### config.mk
export PLATFORM = sky130hd
export DESIGN_NAME = dma_controller
export DESIGN_NICKNAME = d
export VERILOG_FILES = /design/src/rtl/dma_controller.sv
export SDC_FILE = /design/constraint.sdc
export NUM_CORES = 1
export LEC_CHECK = 0
export CORE_UTILIZATION = 48
export CTS_CLUSTER_DIAMETER = 150
export DETAILED_ROUTE_END_ITERATION = 7
export HOLD_SLACK_MARGIN = 0.03
export PLACE_DENSITY = 0.72
export SLEW_MARGIN = 20
export SYNTH_ARGS = -nofsm -noshare
export SYNTH_HDL_FRONTEND = slang
export SYNTH_SLANG_ARGS = --single-unit
export TNS_END_PERCENT = 100
### constraint.sdc
create_clock -name clk -period 2.55 [get_ports clk]
set_clock_uncertainty 0.1 [all_clocks]
set_input_delay 0.51 -clock clk [delete_from_list [all_inputs] [get_ports clk]]
set_output_delay 0.51 -clock clk [all_outputs]
set_load 0.02 [all_outputs]
### src/rtl/dma_controller.sv
// Byte-wide memory-to-memory DMA engine behind a 6-byte io register window.
// Optional constant-fill mode is compiled in with DMA_FILL_EN.
module dma_controller #(
  parameter logic [7:0] DMA_ADDRESS = 8'h20
) (
  input  logic        clk,
  input  logic        rst,
  input  logic [7:0]  din,
  input  logic [7:0]  address,
  input  logic        w_en,
  input  logic        r_en,
  output logic [7:0]  dout,
  output logic        bus_req,
  input  logic        bus_grant,
  output logic [15:0] m_address,
  output logic [7:0]  m_dout,
  input  logic [7:0]  m_din,
  output logic        m_w_en,
  output logic        m_r_en,
  output logic        done_flag,
  input  logic        done_flag_clr
);

  typedef enum logic [2:0] {
    S_IDLE,
    S_REQ,
    S_RD,
    S_CAP,
    S_WR,
    S_DONE
  } state_t;

  state_t state, state_nx;

  logic [15:0] src, dst;
  logic [7:0]  len, data;
  logic [7:0]  offs, rd_mux;
  logic        aborted, fill;
  logic        sel, busy, ctrl_wr;
  logic        start, abort;
  logic        rd_fire, cap_fire, wr_fire;

  assign offs    = address - DMA_ADDRESS;
  assign sel     = offs < 8'd6;
  assign busy    = state != S_IDLE;
  assign ctrl_wr = w_en && sel && offs == 8'd5;
  assign start   = ctrl_wr && din[0] && !busy;
  assign abort   = ctrl_wr && din[7] && busy;

  // An abort write kills the strobes in the same cycle
  assign rd_fire  = state == S_RD && bus_grant && !abort;
  assign cap_fire = state == S_CAP && bus_grant && !abort;
  assign wr_fire  = state == S_WR && bus_grant && !abort;

`ifdef DMA_FILL_EN
  always_ff @(posedge clk) begin
    if (rst) begin
      fill <= 1'b0;
    end else if (start) begin
      fill <= din[1];
    end
  end
`else
  assign fill = 1'b0;
`endif

  always_comb begin
    state_nx = state;
    unique case (state)
      S_IDLE: begin
        if (start) begin
          state_nx = (len == 8'd0) ? S_DONE : S_REQ;
        end
      end
      S_REQ: begin
        if (bus_grant) begin
          state_nx = fill ? S_WR : S_RD;
        end
      end
      S_RD: begin
        if (bus_grant) begin
          state_nx = S_CAP;
        end
      end
      S_CAP: begin
        if (bus_grant) begin
          state_nx = S_WR;
        end
      end
      S_WR: begin
        if (bus_grant) begin
          if (len == 8'd1) begin
            state_nx = S_DONE;
          end else begin
            state_nx = fill ? S_WR : S_RD;
          end
        end
      end
      S_DONE: begin
        state_nx = S_IDLE;
      end
      default: begin
        state_nx = S_IDLE;
      end
    endcase
    if (abort) begin
      state_nx = S_IDLE;
    end
  end

  always_comb begin
    bus_req   = state inside {S_REQ, S_RD, S_CAP, S_WR};
    m_r_en    = rd_fire;
    m_w_en    = wr_fire;
    m_address = 16'h0000;
    m_dout    = 8'h00;
    if (rd_fire) begin
      m_address = src;
    end
    if (wr_fire) begin
      m_address = dst;
      m_dout    = fill ? src[7:0] : data;
    end
  end

  always_comb begin
    rd_mux = 8'h00;
    unique case (1'b1)
      (offs == 8'd0): rd_mux = src[7:0];
      (offs == 8'd1): rd_mux = src[15:8];
      (offs == 8'd2): rd_mux = dst[7:0];
      (offs == 8'd3): rd_mux = dst[15:8];
      (offs == 8'd4): rd_mux = len;
      (offs == 8'd5): rd_mux = {done_flag, 4'b0000, fill, aborted, busy};
      default:        rd_mux = 8'h00;
    endcase
  end

  always_ff @(posedge clk) begin
    if (rst) begin
      state     <= S_IDLE;
      src       <= 16'h0000;
      dst       <= 16'h0000;
      len       <= 8'h00;
      data      <= 8'h00;
      aborted   <= 1'b0;
      done_flag <= 1'b0;
      dout      <= 8'h00;
    end else begin
      state <= state_nx;
      dout  <= (r_en && sel) ? rd_mux : 8'h00;
      if (w_en && sel && !busy) begin
        case (offs)
          8'd0:    src[7:0]  <= din;
          8'd1:    src[15:8] <= din;
          8'd2:    dst[7:0]  <= din;
          8'd3:    dst[15:8] <= din;
          8'd4:    len       <= din;
          default: ;
        endcase
      end
      if (cap_fire) begin
        data <= m_din;
      end
      if (wr_fire) begin
        if (!fill) begin
          src <= src + 16'd1;
        end
        dst <= dst + 16'd1;
        len <= len - 8'd1;
      end
      if (start) begin
        aborted <= 1'b0;
      end else if (abort) begin
        aborted <= 1'b1;
      end
      // Setting the flag takes priority over a simultaneous clear
      if (state == S_DONE && !abort) begin
        done_flag <= 1'b1;
      end else if (done_flag_clr) begin
        done_flag <= 1'b0;
      end
    end
  end

endmodule
# Word-level counts from Yosys, hierarchy flattened
# Index checks and enable logic that the tools add are counted.
# totals
register_bits	61
inputBits	30
elab_cells	95
out_inout_bits	36
# classes
bitwise_logic	1
muxes	25
n_lt_le_gt_ge	1
addsub	4
reduce_logical	38
n_eq_ne	16
# ops
cell	n
$mux W16	6
$mux W8	8
$pmux W8 S6	1
$add A16 B1 Y16 const B	2
$mux W3	7
$eq A8 B1 Y1 const B	2
$eq A8 B2 Y1 const B	2
$eq A8 B3 Y1 const B	2
$logic_not A8 Y1	2
$logic_and A1 B1 Y1	15
$pmux W3 S5	1
$reduce_bool A2 Y1	7
$ne A2 B2 Y1 const B	5
$reduce_and A2 Y1	5
$lt A8 B3 Y1 const B	1
$sub A8 B1 Y8 const B	1
$sub A8 B6 Y8 const B	1
$eq A3 B2 Y1 const B	2
$eq A3 B3 Y1 const B	2
$reduce_or A2 Y1	3
$reduce_and A5 Y1	1
$reduce_bool A4 Y1	1
$eq A3 B1 Y1 const B	1
$logic_not A3 Y1	1
4 further kinds	6

# Logic depth before layout (Yosys ltp)
# Gate-level depths: netlist of run 1.
# depth
ltp_word	10
depth_mapped	9
mapped_depth_nobuf	8

# Worst setup path before layout of run 1
# No wires, ideal clock.
# synth_timing
path_type	input to output
from	input port address[5]
to	output port m_address[10]
stages	8
arrival_ns	2.339
n_path_buf	1
required_time_ns	1.940
path_slack_ns	-0.399
cell_sequence	inv_1 -> ha_1 -> and4bb_2 -> nand4_2 -> o21ai_2 -> nor3b_2 -> clkbuf_1 -> a22o_1
# synth_between
elab_chain_len	10
word_cells_on_any_way	12
cone_classes	add/sub (1); order compare (1); eq/ne (1); mux (2); reduce/logical (7)
# synth_lines
item	line_no	rtl
from (decl)	9	input logic [7:0] address,
$sub A8 B6 Y8 (*)	43	assign offs = address - DMA_ADDRESS;
$lt A8 B3 Y1	44	assign sel = offs < 8'd6;
$logic_and A1 B1 Y1	46	assign ctrl_wr = w_en && sel && offs == 8'd5;
$logic_and A1 B1 Y1 (*)	46	
$logic_and A1 B1 Y1 (*) (2 in a row)	48	assign abort = ctrl_wr && din[7] && busy;
$logic_not A1 Y1 (*)	51	assign rd_fire = state == S_RD && bus_grant && !abort;
$logic_and A1 B1 Y1 (*)	51	
named net m_r_en	19	output logic m_r_en,
$mux W16 (*)	117	if (rd_fire) begin
$mux W16 (*)	120	if (wr_fire) begin
to (decl)	15	output logic [15:0] m_address,
# The timed path passes the listed nets; every way through them passes the cells marked *.

# Worst setup path after layout of run 1
# layout_timing
from	input port address[5]
to	output port m_address[4]
# layout_between
elab_chain_len	10
word_cells_on_any_way	12
cone_classes	add/sub (1); order compare (1); eq/ne (1); mux (2); reduce/logical (7)
# layout_lines
item	line_no
$sub A8 B6 Y8 (*)	43
$lt A8 B3 Y1	44
$logic_and A1 B1 Y1	46
$logic_and A1 B1 Y1 (*)	46
$logic_and A1 B1 Y1 (*) (2 in a row)	48
$logic_not A1 Y1 (*)	51, 53
$logic_and A1 B1 Y1	51
$mux W16	117
$mux W16 (*)	120
# Every way passes the cells marked *; elsewhere a longest branch is shown, timed or not.

==> metrics, run 1 <==
CTS tree=yes; CTS root buffer=clkbuf_8; CP required=1940 ps; crit share post-route=104%; drt pass-1 iters=8; drt drc=0; Placer Congestion=0.988; initial core utilization=49.9%; largest net degree at the start of global routing=32; Non-Filler Instances=~700; Die Y=between 90 and 100 um; sequential-to-total area share from yosys stat=around a third; worst hold start=data[4]; Netlist Area Pre-Place=between 3000 and 4000 um^2; syn_nets=between 500 and 600; Die X=roughly 92 um; Routed Wire Length=between 10,000 and 15,000 um; ant diodes=0; mean area per synthesized cell=about 8.1 um^2; placed inst area=about 5100 um^2; area added between synthesis and finish=38.0%; crit-path cells=buf_8, inv_8, ha_4, and4bb_2, nand4_4, o21ai_4, nor3b_4, buf_6, a22o_4, buf_6; crit end category=output port; post-synthesis cell count=between 400 and 500; Max IR drop VDD=414 uV; most common cell after layout, fill and taps aside=buf_4; Clock Tree Buf Depth=2; FF/Latch Area=~1200 um^2; Hold Path Stages=2; Power Dens Cells=roughly 540 nW/um^2; GR Util All Layers=34.5%; Yosys reg bits=between 60 and 70; critical path's slowest cell=and4bb_2; Fill cells=between 600 and 700; share of cells above drive strength 1=between 20% and 30%; CTS buffer count=9; Achievable Freq=between 300 and 400 MHz; most used cell, CP=buf_6; arrival time at the worst endpoint=2040 ps; clock sink count=between 60 and 70; Critical R2R Capture=dst[10]; worst-skew pair later-pin latency=360 ps; # setup viols final=15; Worst path max stage delay=roughly 260 ps; failing checks=setup timing; worst r2r path cells=6; startpoint types=input port; max-slew violation count=0; Routed Antenna Nets=0; Design Area, Final=5320 um^2; Main synth FF type=dfxtp_1; Final Hold Vio Count=0; port bufs=65; multi-input logic area=2540 um^2; core area=7730 um^2; Worst slew margin=60.1%; fin util=between 60% and 70%; commonest cells after routing, fill and taps aside=buf_4, dfxtp_1, nand2_1; first-pass GRT wire length=between 20,000 and 25,000 um; worst r2r src=state[2]; Detailed Route Iter0 Violations=between 400 and 500; Synth async-reset ratio=0%; I/O pins=66; yosys warns=0; clk slew on worst S/H paths=~70 ps; vias in the first global route=4,303; EDFF count, synth=0; Min Clock Period, post-route=approximately 2700 ps; setup slack after layout=-105 ps; grt ovf=0; Max Cap Viol=0; Reg2Reg Setup Slack=between 300 and 400 ps; via-per-instance ratio=6.50; row count=32; crit path buf inv count=4; CP delay by family, top=compound AO/OA/AOI/OAI gates; hold_ws=slightly below 400 ps; via count=around 4,500; initial antenna violation count=0; status=finished, violations left; cts hold-fix bufs=0; Pleak=2.03 nW; CTS H-tree lvls=3; DP HPWL=~10000 um; wire length per cell=~20 um; worst hold path type=reg -> reg; net total in the final layout=around 620; actual slew at the worst max-slew pin=slightly below 600 ps; crit path kind=in -> out; hold endpoint=data[4]; placed cell count=approximately 670; Crit Path Max Fanout=7; total power=between 2 and 3 mW; Distinct cells, synth=67; RSZ-0062 raised after global routing=yes; Die Area=~8400 um^2
## Yosys cell counts, drive strengths merged (2+ instances only)
library cell | number | area share, %
nand2b | 4 | 0.84
mux2 | 4 | 1.2
and4bb | 2 | 0.65
o311ai | 4 | 1.1
or3 | 13 | 2.1
nand3 | 27 | 3.5
nor3b | 2 | 0.65
nand2 | 55 | 5.5
and4 | 3 | 0.68
a2bb2oi | 10 | 2.3
a22oi | 16 | 3.1
mux2i | 11 | 2.9
inv | 13 | 1.3
nor3 | 7 | 1.2
nor2 | 26 | 2.5
clkbuf | 23 | 2.3
and2 | 4 | 0.65
a311oi | 3 | 0.68
ha | 5 | 1.6
or2 | 4 | 0.65
a21oi | 27 | 3.6
dfxtp | 61 | 32
o22ai | 2 | 0.32
xnor2 | 2 | 0.65
nand4 | 17 | 3.1
buf | 11 | 2.1
o211ai | 16 | 3.2
or4 | 7 | 1.5
a31oi | 25 | 4.1
nand4b | 3 | 0.68
a32oi | 5 | 1.1
nor4 | 5 | 1.8
a22o | 14 | 3.2
o21ai | 8 | 1.1
nor2b | 8 | 1.3
and3 | 17 | 2.8
## routing by layer
metal / vias to the layer above / GRT usage, % / part of all wire, % / routed length, um
li1: 2048 / - / - / -
met1: 2140 / 45.8 / 41 / 5740
met2: 271 / 52.9 / 45 / 6250
met3: 58 / 4.69 / 9.3 / 1290
met4: 0 / 20.5 / 4.6 / 638
met5: - / 0 / 0 / 0
## where the power goes
| group | switching, mW | total (mW) | internal, mW |
|---|---|---|---|
| clock network | 0.411 | 0.957 | 0.546 |
| registers | 0.0606 | 1.06 | 1.00 |
| logic | 0.465 | 0.838 | 0.372 |
## worst reg2reg max path, stage by stage (launching register included)
cell and delay (ps):
dfxtp_1 360, buf_4 180, or3_1 470, or4_1 560
buf_4 190, o211ai_1 90, a31oi_1 100
## registers in the layout, summed over array words and instances (netlist names)
register,count
data,8
dout,8
dst,16
done_flag,1
src,16
len,8
state,3
aborted,1
## worst max-delay path by stage
stage	from	to	slack, ps	depth (start not counted)
global route	address[5]	m_address[4]	-160	10
detailed placement	address[5]	m_address[4]	-1030	10
global placement	address[5]	m_address[4]	-1000	10
CTS	address[5]	m_address[9]	-190	11
finish	address[5]	m_address[4]	-100	10
floorplan	address[5]	m_address[10]	-60	8
## what timing repair did
item / in CTS / in global routing
setup endpoints to repair: 48 / 35
pin swaps: 6 / 4
resized for setup: 130 / 21
buffers inserted: 10 / 1
gates cloned: 1 / 0
## final cells by class
type                    instances  area share [%]
multi-input cells             366            47.7
flip-flops and latches         61            23.0
repair buffers                137            21.9
clock buffers                  11            2.47
well taps                     102            2.40
clock inverters                 5            1.41
inverters                      13            1.20
## per-stage QoR
| step | worst slack [ps] | TNS [ps] |
|---|---|---|
| after floorplan | -63.7 | -573 |
| after detailed placement | -1030 | -42850 |
| after global placement | -998 | -40400 |
| after global routing | -159 | -2170 |
| final | -105 | -1330 |
| after CTS | -187 | -2090 |
## kinds of logic (layout without fill, tap and decap cells)
| kind of cell | Yosys count | in the layout | synth area share (%) |
|---|---|---|---|
| flops | 61 | 61 | 31.7 |
| xor+xnor | 2 | 2 | 0.650 |
| compound gates | 136 | 136 | 25.3 |
| simple gates | 208 | 208 | 31.0 |
| mux | 15 | 15 | 4.03 |
| buf+inv | 47 | 166 | 5.68 |
| fa+ha+maj | 5 | 5 | 1.62 |
Power figures use the tool's default switching activity.
==> inputs of run 2 (changes only) <==
--- a/config.mk
+++ b/config.mk
@@ -5,6 +5,7 @@
 export SDC_FILE = /design/constraint.sdc
 export NUM_CORES = 1
 export LEC_CHECK = 0
+export CORE_MARGIN = 4
 export CORE_UTILIZATION = 48
 export CTS_CLUSTER_DIAMETER = 150
 export DETAILED_ROUTE_END_ITERATION = 7
==> constraint.sdc (replaced) <==
create_clock -name clk -period 2.55 [get_ports clk]
set_clock_uncertainty 0.1 [all_clocks]
set_input_delay 0.765 -clock clk [delete_from_list [all_inputs] [get_ports clk]]
set_output_delay 0.765 -clock clk [all_outputs]
set_load 0.02 [all_outputs]
==> run 2 against run 1 <==
The run still ends with setup timing left. Via count rose by 4.0%. Count of clock-buffer cells in the layout rose by 1. Fmax fell by 17%. Critical path type unchanged. Largest power group unchanged.
==> metrics, run 2 (synthesized netlist as in run 1, its figures left out) <==
# setup viols final=36 (+21); grt ovf=0 (unchanged); CTS buffer count=9 (unchanged); RSZ-0062 raised after global routing=yes; ant diodes=0 (unchanged); first-pass GRT wire length=24,000 um (+7.5%); crit-path cells=dlygate4sd2_1, and4b_2, nand4_4, buf_4, buf_6, buf_8, buf_6, and3_4, buf_6; drt pass-1 iters=6 (-2); arrival time at the worst endpoint=2320 ps (+280 ps); Crit Path Max Fanout=4 (-3); worst r2r src=state[2]; CP required=1690 ps (-250 ps); Routed Wire Length=15,600 um (+12%); worst hold path type=reg -> reg; worst-skew pair later-pin latency=350 ps (about the same); Pleak=2.15 nW (+5.7%); GR Util All Layers=31.9% (-2.6 points); Die X=97.6 um (+6.6%); Detailed Route Iter0 Violations=496 (+5.3%); cts hold-fix bufs=0 (unchanged); worst setup path end=m_dout[2]; commonest cells after routing, fill and taps aside=buf_4, dfxtp_1, nand2_1; core area=7770 um^2 (+0.52%); vias in the first global route=4,471 (+3.9%); Non-Filler Instances=714 (+2.7%); actual slew at the worst max-slew pin=667 ps (+73.7 ps); clock sink count=61 (unchanged); CTS root buffer=clkbuf_8; CTS H-tree lvls=3 (unchanged); area added between synthesis and finish=48.1%; Routed Antenna Nets=0 (unchanged); Min Clock Period, post-route=3190 ps (+535 ps); Place WS=-1550 ps (-512 ps); share of cells above drive strength 1=32.2% (+6.4 points); Achievable Freq=314 MHz (-17%); most common cell after layout, fill and taps aside=buf_4; Die Y=97.6 um (+6.6%); Final Hold Vio Count=0 (unchanged); DP HPWL=10,500 um (+5.4%); status=finished, violations left; Worst path max stage delay=330 ps (+70 ps); fin util=73.5% (+4.7 points); Hold Path Stages=2 (unchanged); multi-input logic area=2670 um^2 (+5.3%); crit path from=address[1]; via-per-instance ratio=6.58 (+1.2%); critical path's slowest cell=and4b_2; Critical R2R Capture=dst[13]; Design Area, Final=5710 um^2 (+7.3%); placed cell count=681 (+1.0%); Max Cap Viol=0 (unchanged); via count=4,697 (+4.0%); Reg2Reg Setup Slack=210 ps (-170 ps); Clock Tree Buf Depth=2 (unchanged); initial core utilization=49.6% (-0.26 points); crit end category=output port; Fill cells=594 (-9.2%); initial antenna violation count=0 (unchanged); max-slew violation count=0 (unchanged); I/O pins=66 (unchanged); largest net degree at the start of global routing=26 (-19%); worst r2r path cells=7 (+1); FF/Latch Area=1220 um^2 (unchanged); Power Dens Cells=500 nW/um^2 (-6.9%); most used cell, CP=buf_6; placed inst area=5180 um^2 (+1.5%); setup slack after layout=-640 ps (-535 ps); Largest regs=dst x16, src x16; setup total negative slack=-15,500 ps (-14,170 ps); Die Area=9520 um^2 (+14%); port bufs=65 (unchanged); Worst slew margin=55.1% (-5.0 points); CTS tree=yes; crit share post-route=125% (+21 points); wire length per cell=21.8 um (+9.1%); drt drc=0 (unchanged); row count=32 (unchanged); clk slew on worst S/H paths=70 ps (about the same); Max IR drop VDD=338 uV (-18%); net total in the final layout=642 (+3.0%); startpoint types=input port; crit path kind=in -> out; failing checks=setup timing; Placer Congestion=0.956 (-3.2%)
run 2: cell types whose count changed in the layout (fill, tap and decap cells not counted), sizes merged:
cell,previous run,this run
clkinv,3,2
dlygate4sd2,12,9
bufinv,2,1
clkbuf,13,12
clkinvlp,0,1
buf,96,119
bufbuf,0,1
run 2: routing by layer:
layer  global-route usage [%]  up-vias  share of wire [%]
li1                         -     2083                  -
met1                     40.7     2199                 39
met2                     51.2      334                 46
met3                     6.25       81                 10
met4                     15.3        0                4.9
met5                        0        -                  0
run 2: timing repair:
action                                  in CTS  in global routing
pin swaps                                   11                 17
gates resized for setup                    183                 35
endpoints found under the setup margin      86                 43
setup buffers                               11                  9
gates cloned                                 2                  0
run 2: area by class of cell:
cell class                 count  share of cell area, %
sequential                    61                   21.4
inverter                      13                   1.21
timing repair buffer         156                   25.0
clock inverter                 4                  0.833
tap                          102                   2.24
multi-input combinational    366                   46.8
clock buffer                  12                   2.54
run 2: metrics by stage:
stage	power, mW	hold slack [ps]
floorplan	1.56	346
global placement	1.90	368
detailed placement	1.93	380
CTS	2.82	391
global route	2.96	433
finish	2.85	391
run 2: power by group:
| part | switching (mW) | internal, mW |
|---|---|---|
| Sequential | 0.0588 | 1.00 |
| Clock | 0.416 | 0.476 |
| Combinational | 0.493 | 0.411 |
run 2: critical path: cells and delay by family:
kind	cells	cell delay (ps)
buffers and inverters	6	920
AND/OR/NAND/NOR	3	630
run 2: worst min path at each step:
stage,from,slack [ps],end
5_1_grt,aborted,430,aborted
6_report,aborted,390,aborted
3_5_place_dp,aborted,380,aborted
3_3_place_gp,data[5],370,data[5]
4_1_cts,aborted,390,aborted
2_1_floorplan,aborted,350,aborted
